### src/rtl/shake_block_assembler.sv
// shake_block_assembler
// Packs a stream of 64-bit message words (MSB-first) into 1088-bit SHAKE256
// rate blocks for the downstream pad stage.
//
// Ports:
//   clk, rst_n           clock (rising edge), asynchronous active-low reset
//   in_valid/in_ready    input word handshake
//   in_data              message word, first message bit at in_data[W-1]
//   in_last              final message word
//   in_bits              valid MSB-aligned bits in the final word (0..64, >64 clamps)
//   out_valid/out_ready  output block handshake
//   out_block            packed block, word k at [RATE-1-W*k -: W]
//   out_length           valid message bits in out_block, counted from the MSB
//   out_last             final block of the message
module shake_block_assembler #(
  parameter int unsigned RATE  = 1088,
  parameter int unsigned W     = 64,
  parameter int unsigned WORDS = 17,
  parameter int unsigned LW    = 11
) (
  input  logic            clk,
  input  logic            rst_n,
  input  logic            in_valid,
  output logic            in_ready,
  input  logic [W-1:0]    in_data,
  input  logic            in_last,
  input  logic [6:0]      in_bits,
  output logic            out_valid,
  input  logic            out_ready,
  output logic [RATE-1:0] out_block,
  output logic [LW-1:0]   out_length,
  output logic            out_last
);

  localparam int unsigned CntW = $clog2(WORDS);

  typedef enum logic [1:0] {StFill, StEmit, StEmitExtra} state_e;

  state_e            state_q, state_d;
  logic [CntW-1:0]   cnt_q, cnt_d;
  logic [RATE-1:0]   block_q, block_d;
  logic [LW-1:0]     len_q, len_d;
  logic              last_q, last_d;

  logic [6:0]        bits_c;
  logic [W-1:0]      mask_c;
  logic [W-1:0]      word_c;
  logic [LW-1:0]     len_c;

  always_comb begin
    state_d = state_q;
    cnt_d   = cnt_q;
    block_d = block_q;
    len_d   = len_q;
    last_d  = last_q;

    bits_c = (in_bits > 7'(W)) ? 7'(W) : in_bits;
    // Keep the top bits_c bits of the final word, zero the rest.
    mask_c = (bits_c >= 7'(W)) ? '1 : ~({W{1'b1}} >> bits_c);
    word_c = in_last ? (in_data & mask_c) : in_data;
    len_c  = LW'(cnt_q) * LW'(W) + LW'(bits_c);

    unique case (state_q)
      StFill: begin
        if (in_valid) begin
          for (int unsigned k = 0; k < WORDS; k++) begin
            if (cnt_q == CntW'(k)) block_d[RATE-1-W*k -: W] = word_c;
          end
          cnt_d = cnt_q + 1'b1;
          if (in_last) begin
            if (len_c == LW'(RATE)) begin
              // Exactly full final block: pad needs a separate empty last block.
              state_d = StEmitExtra;
              len_d   = LW'(RATE);
              last_d  = 1'b0;
            end else begin
              state_d = StEmit;
              len_d   = len_c;
              last_d  = 1'b1;
            end
          end else if (cnt_q == CntW'(WORDS - 1)) begin
            state_d = StEmit;
            len_d   = LW'(RATE);
            last_d  = 1'b0;
            cnt_d   = '0;
          end
        end
      end
      StEmit: begin
        if (out_ready) begin
          state_d = StFill;
          block_d = '0;
          cnt_d   = '0;
          len_d   = '0;
          last_d  = 1'b0;
        end
      end
      StEmitExtra: begin
        if (out_ready) begin
          state_d = StEmit;
          block_d = '0;
          len_d   = '0;
          last_d  = 1'b1;
        end
      end
      default: state_d = StFill;
    endcase
  end

  always_ff @(posedge clk or negedge rst_n) begin
    if (!rst_n) begin
      state_q <= StFill;
      cnt_q   <= '0;
      block_q <= '0;
      len_q   <= '0;
      last_q  <= 1'b0;
    end else begin
      state_q <= state_d;
      cnt_q   <= cnt_d;
      block_q <= block_d;
      len_q   <= len_d;
      last_q  <= last_d;
    end
  end

  assign in_ready   = (state_q == StFill);
  assign out_valid  = (state_q != StFill);
  assign out_block  = block_q;
  assign out_length = len_q;
  assign out_last   = last_q;

endmodule

### config.mk
export PLATFORM = sky130hd
export DESIGN_NAME = shake_block_assembler
export DESIGN_NICKNAME = d
export VERILOG_FILES = /design/src/rtl/shake_block_assembler.sv
export SDC_FILE = /design/constraint.sdc
export NUM_CORES = 2
export LEC_CHECK = 0
export ABC_CLOCK_PERIOD_IN_PS = 2100
export BUFFER_PORTS_ARGS = -buffer_cell sky130_fd_sc_hd__buf_4
export CORE_AREA = 3 3 457 459
export DETAILED_ROUTE_END_ITERATION = 8
export DIE_AREA = 0 0 460 462
export SLEW_MARGIN = 0
export SYNTH_ARGS = -nofsm -noshare
export SYNTH_HDL_FRONTEND = slang
export SYNTH_SLANG_ARGS = --single-unit
export TNS_END_PERCENT = 10
### constraint.sdc
create_clock -name clk -period 2.1 [get_ports clk]
set_input_delay 0.105 -clock clk [delete_from_list [all_inputs] [get_ports clk]]
set_output_delay 0.105 -clock clk [all_outputs]
set_load 0.01 [all_outputs]
==> impl_metrics.yaml <==
floorplanning:
  start_util_pct: 19.8
  die_w_um: 460
  core-area_mm2: 0.205
  dieArea_mm2: 0.213
  boundaryPins: 1178
  die_y_um: 462
  rows: 166
clock_tree:
  cts_tree: "yes"
  htree_levels: 3
  ctsRootBufferMaster: "clkbuf_16"
  cts_buffer_depth: 3
  clock-sinks: 1107
  path_clk_slew_ns: 0.06
  clk_latency_ns: 0.78
  numCtsBuffers: 118
yosys:
  postSynthNetCount: 4005
  yosysSeqAreaShare_pct: 68.2
  yosysTopAreaCell: "dfrtp_1"
  yosysWarningCount: 0
  async_flop_share_pct: 100
  syn_area_mm2: 0.0406
  ys_seq_elements: 1107
  netlist_instances: 3919
  netlist_top_cells_area: "dfrtp_1 (68%), o21ai_0 (14%), nand2_1 (11%)"
  synth-edff-count: 0
  synth_top_area_share_pct: 68.2
  yosysMostFrequentCell: "nand2_1"
  syn_avg_cell_area_um2: 10.4
  ys.flop_type: "dfrtp_1"
  synthTopCellsByCount: "nand2_1 (1145), dfrtp_1 (1107), o21ai_0 (1095)"
  ys_types: 60
outcome:
  violations: "negative setup slack"
  status: "finished with violations"
final_layout:
  final_area_mm2: 0.0631
  regArea_mm2: 0.0277
  multi_input_area_mm2: 0.0122
  nets: 5461
  area_delta_synth_final_pct: 55.4
  drive_gt1_share_pct: 36.2
  fillerInstances: 21000
timing:
  finalMaxSlewViolations: 0
  clock_skew_ns: 0.0668
  fmax_mhz: 451
  worstMarginPinSlew_ns: 0.775
  setup_viol: 40
  layout_min_cycle_time_ns: 2.22
  hold_ws_ns: 0.0967
  hold_viol_final: 0
  relSlewSlack_pct: 47.8
  period_share_pct: 106
  layout_setup_ws_ns: -0.119
  rsz0062_at_grt: "yes"
routing:
  ant_nets: 0
  dr.pass1.iters: 5
  vias: 36300
  detail_route.vias_per_cell: 4.43
  drt_iter0_drc: 3143
  remaining_drc_errors: 0
  drt-total-wl_mm: 212
  post_drt_wl_per_cell_um: 25.8
min_path:
  hold_path_class: "input port to flip-flop"
global_route:
  grt_pass1_wl_mm: 277
  grt_max_degree: 65
  grt_usage_pct: 18.6
  grt_overflow_total: 0
  grt_pass1_vias: 34600
  antenna_found_initial: 71
placed_design:
  portBuffers: 1177
  hpwl_mm: 151
  dp_slack_ns: -0.273
  dpl_cell_area_mm2: 0.0560
  place_congestion: 0.827
run:
  drv_cap: 0
power_and_ir_drop:
  peakVddDrop_mv: 0.919
  p_per_area_mw_per_mm2: 1720
  power_mw: 108
  p_leak_nw: 30.3
critical_path:
  path_depth: 10
  cp-start-kind: "flip-flop"
  cp-end-kind: "flip-flop"
  r2r-start: "state_q[1]"
  cp_slowest_cell: "dfrtp_1"
  cp_data_arrival_time_ns: 2.84
  cp-endpoint: "out_block[976]"
  crit_fanout: 24
  path_class: "flip-flop to flip-flop"
  startpoint: "state_q[1]"
  path_delay_family: "buffers and inverters"
  reg2reg_to: "out_block[976]"
  r2r_cells: 10
  slowest_delay_ns: 0.38
  crit_chain: "inv_2, ha_4, mux2i_4, nor2_4, buf_12, nand2_4, buf_16, clkbuf_16, nand2_1, o21ai_0"
  worst-path-buf-inv: 4
  critPathRequiredTime_ns: 2.72
  r2r_setup_slack_ns: -0.12
## flip-flops by register name (all words and copies together), names as in the netlist
name	cells
out_length	11
out_last	1
cnt_q	5
state_q	2
out_block	1088
## where the power goes
part	internal [mW]	leakage [nW]	switching [mW]
Sequential	29.8	14.5	5.53
Combinational	21.4	13.7	28.8
Clock	13.4	2.08	9.32
Total	64.7	30.3	43.6
## placed cells by master (no fill, tap or decap), types with 6 or more instances in the layout
master	count
inv_1	8
nand3_1	12
dlygate4sd3_1	70
clkbuf_1	20
buf_4	1358
o21ai_4	9
bufinv_16	16
dfrtp_1	1106
nand2_4	14
nand3_2	12
nand2_1	1054
nand3b_1	25
a21oi_1	10
nor2_1	11
buf_16	16
diode_2	32
buf_6	44
nand2b_1	14
nand2_2	71
o21ai_2	36
buf_8	19
nor2b_1	10
clkbuf_16	146
clkbuf_8	30
buf_12	133
clkinv_2	15
ha_1	6
o211ai_1	6
nor3_1	6
nand2_8	7
o21ai_0	900
o21ai_1	199
## metrics by stage
stage / setup TNS [ns] / instances / utilization [%]
after floorplan: 0 / 3919 / -
after global placement: -69.43 / 7810 / 27.4
after detailed placement: -80.89 / 7810 / 27.4
after CTS: -4.79 / 8119 / 30.1
after global routing: -17.03 / 8171 / 30.8
final: -1.92 / 8193 / 30.8
## final cells by class
| type | count | area share, % |
|---|---|---|
| Antenna cell | 32 | 0.127 |
| Clock buffer | 168 | 5.45 |
| Clock inverter | 50 | 1.30 |
| Inverter | 10 | 0.0595 |
| Multi-Input combinational cell | 2470 | 19.3 |
| Sequential cell | 1107 | 43.9 |
| Tap cell | 2688 | 5.33 |
| Timing Repair Buffer | 1668 | 24.5 |
## cell families (layout without fill, tap and decap cells)
kind of cell             Yosys count  in the layout  synth area share [%]
XOR/XNOR                           5              5                 0.108
AND/OR/NAND/NOR                 1267           1267                  12.6
other                              0             32                     0
adder cells (fa/ha/maj)           10             10                 0.308
multiplexers                       1              1                0.0247
flip-flops                      1107           1107                  68.2
buffers and inverters            342           1896                  3.74
AO/OA/AOI/OAI                   1187           1187                  15.0
## tightest hold or removal path, stage by stage
cell	delay, ns
buf_4	0.14
nor2b_2	0.20
o21ai_4	0.10
buf_12	0.16
o21ai_0	0.08
## routing by layer
metal / share of wire, % / up-vias / global-route usage [%]
met5: 0.045 / - / 0
met4: 4.4 / 16 / 7.82
met3: 8.5 / 387 / 4.88
met2: 47 / 1846 / 30.3
met1: 40 / 18000 / 23.1
li1: - / 16000 / -
## timing repair
action	in CTS	in global routing
pin swaps	10	33
resized for setup	141	292
hold buffers	71	0
endpoints found under the setup margin	1069	883
gates cloned	5	31
hold endpoints to repair	1782	0
buffers inserted	16	12
## worst min-delay path by stage
stage | from | end | slack [ns] | cells past startpoint
floorplan | rst_n | cnt_q[0] | -0.19 | 0
global placement | rst_n | out_block[1010] | 0.23 | 1
detailed placement | rst_n | out_block[1010] | 0.23 | 1
CTS | in_data[35] | out_block[867] | 0.007 | 5
global route | in_data[35] | out_block[227] | 0.05 | 5
finish | in_data[35] | out_block[867] | 0.1 | 5
(Power assumes the default switching activity.)
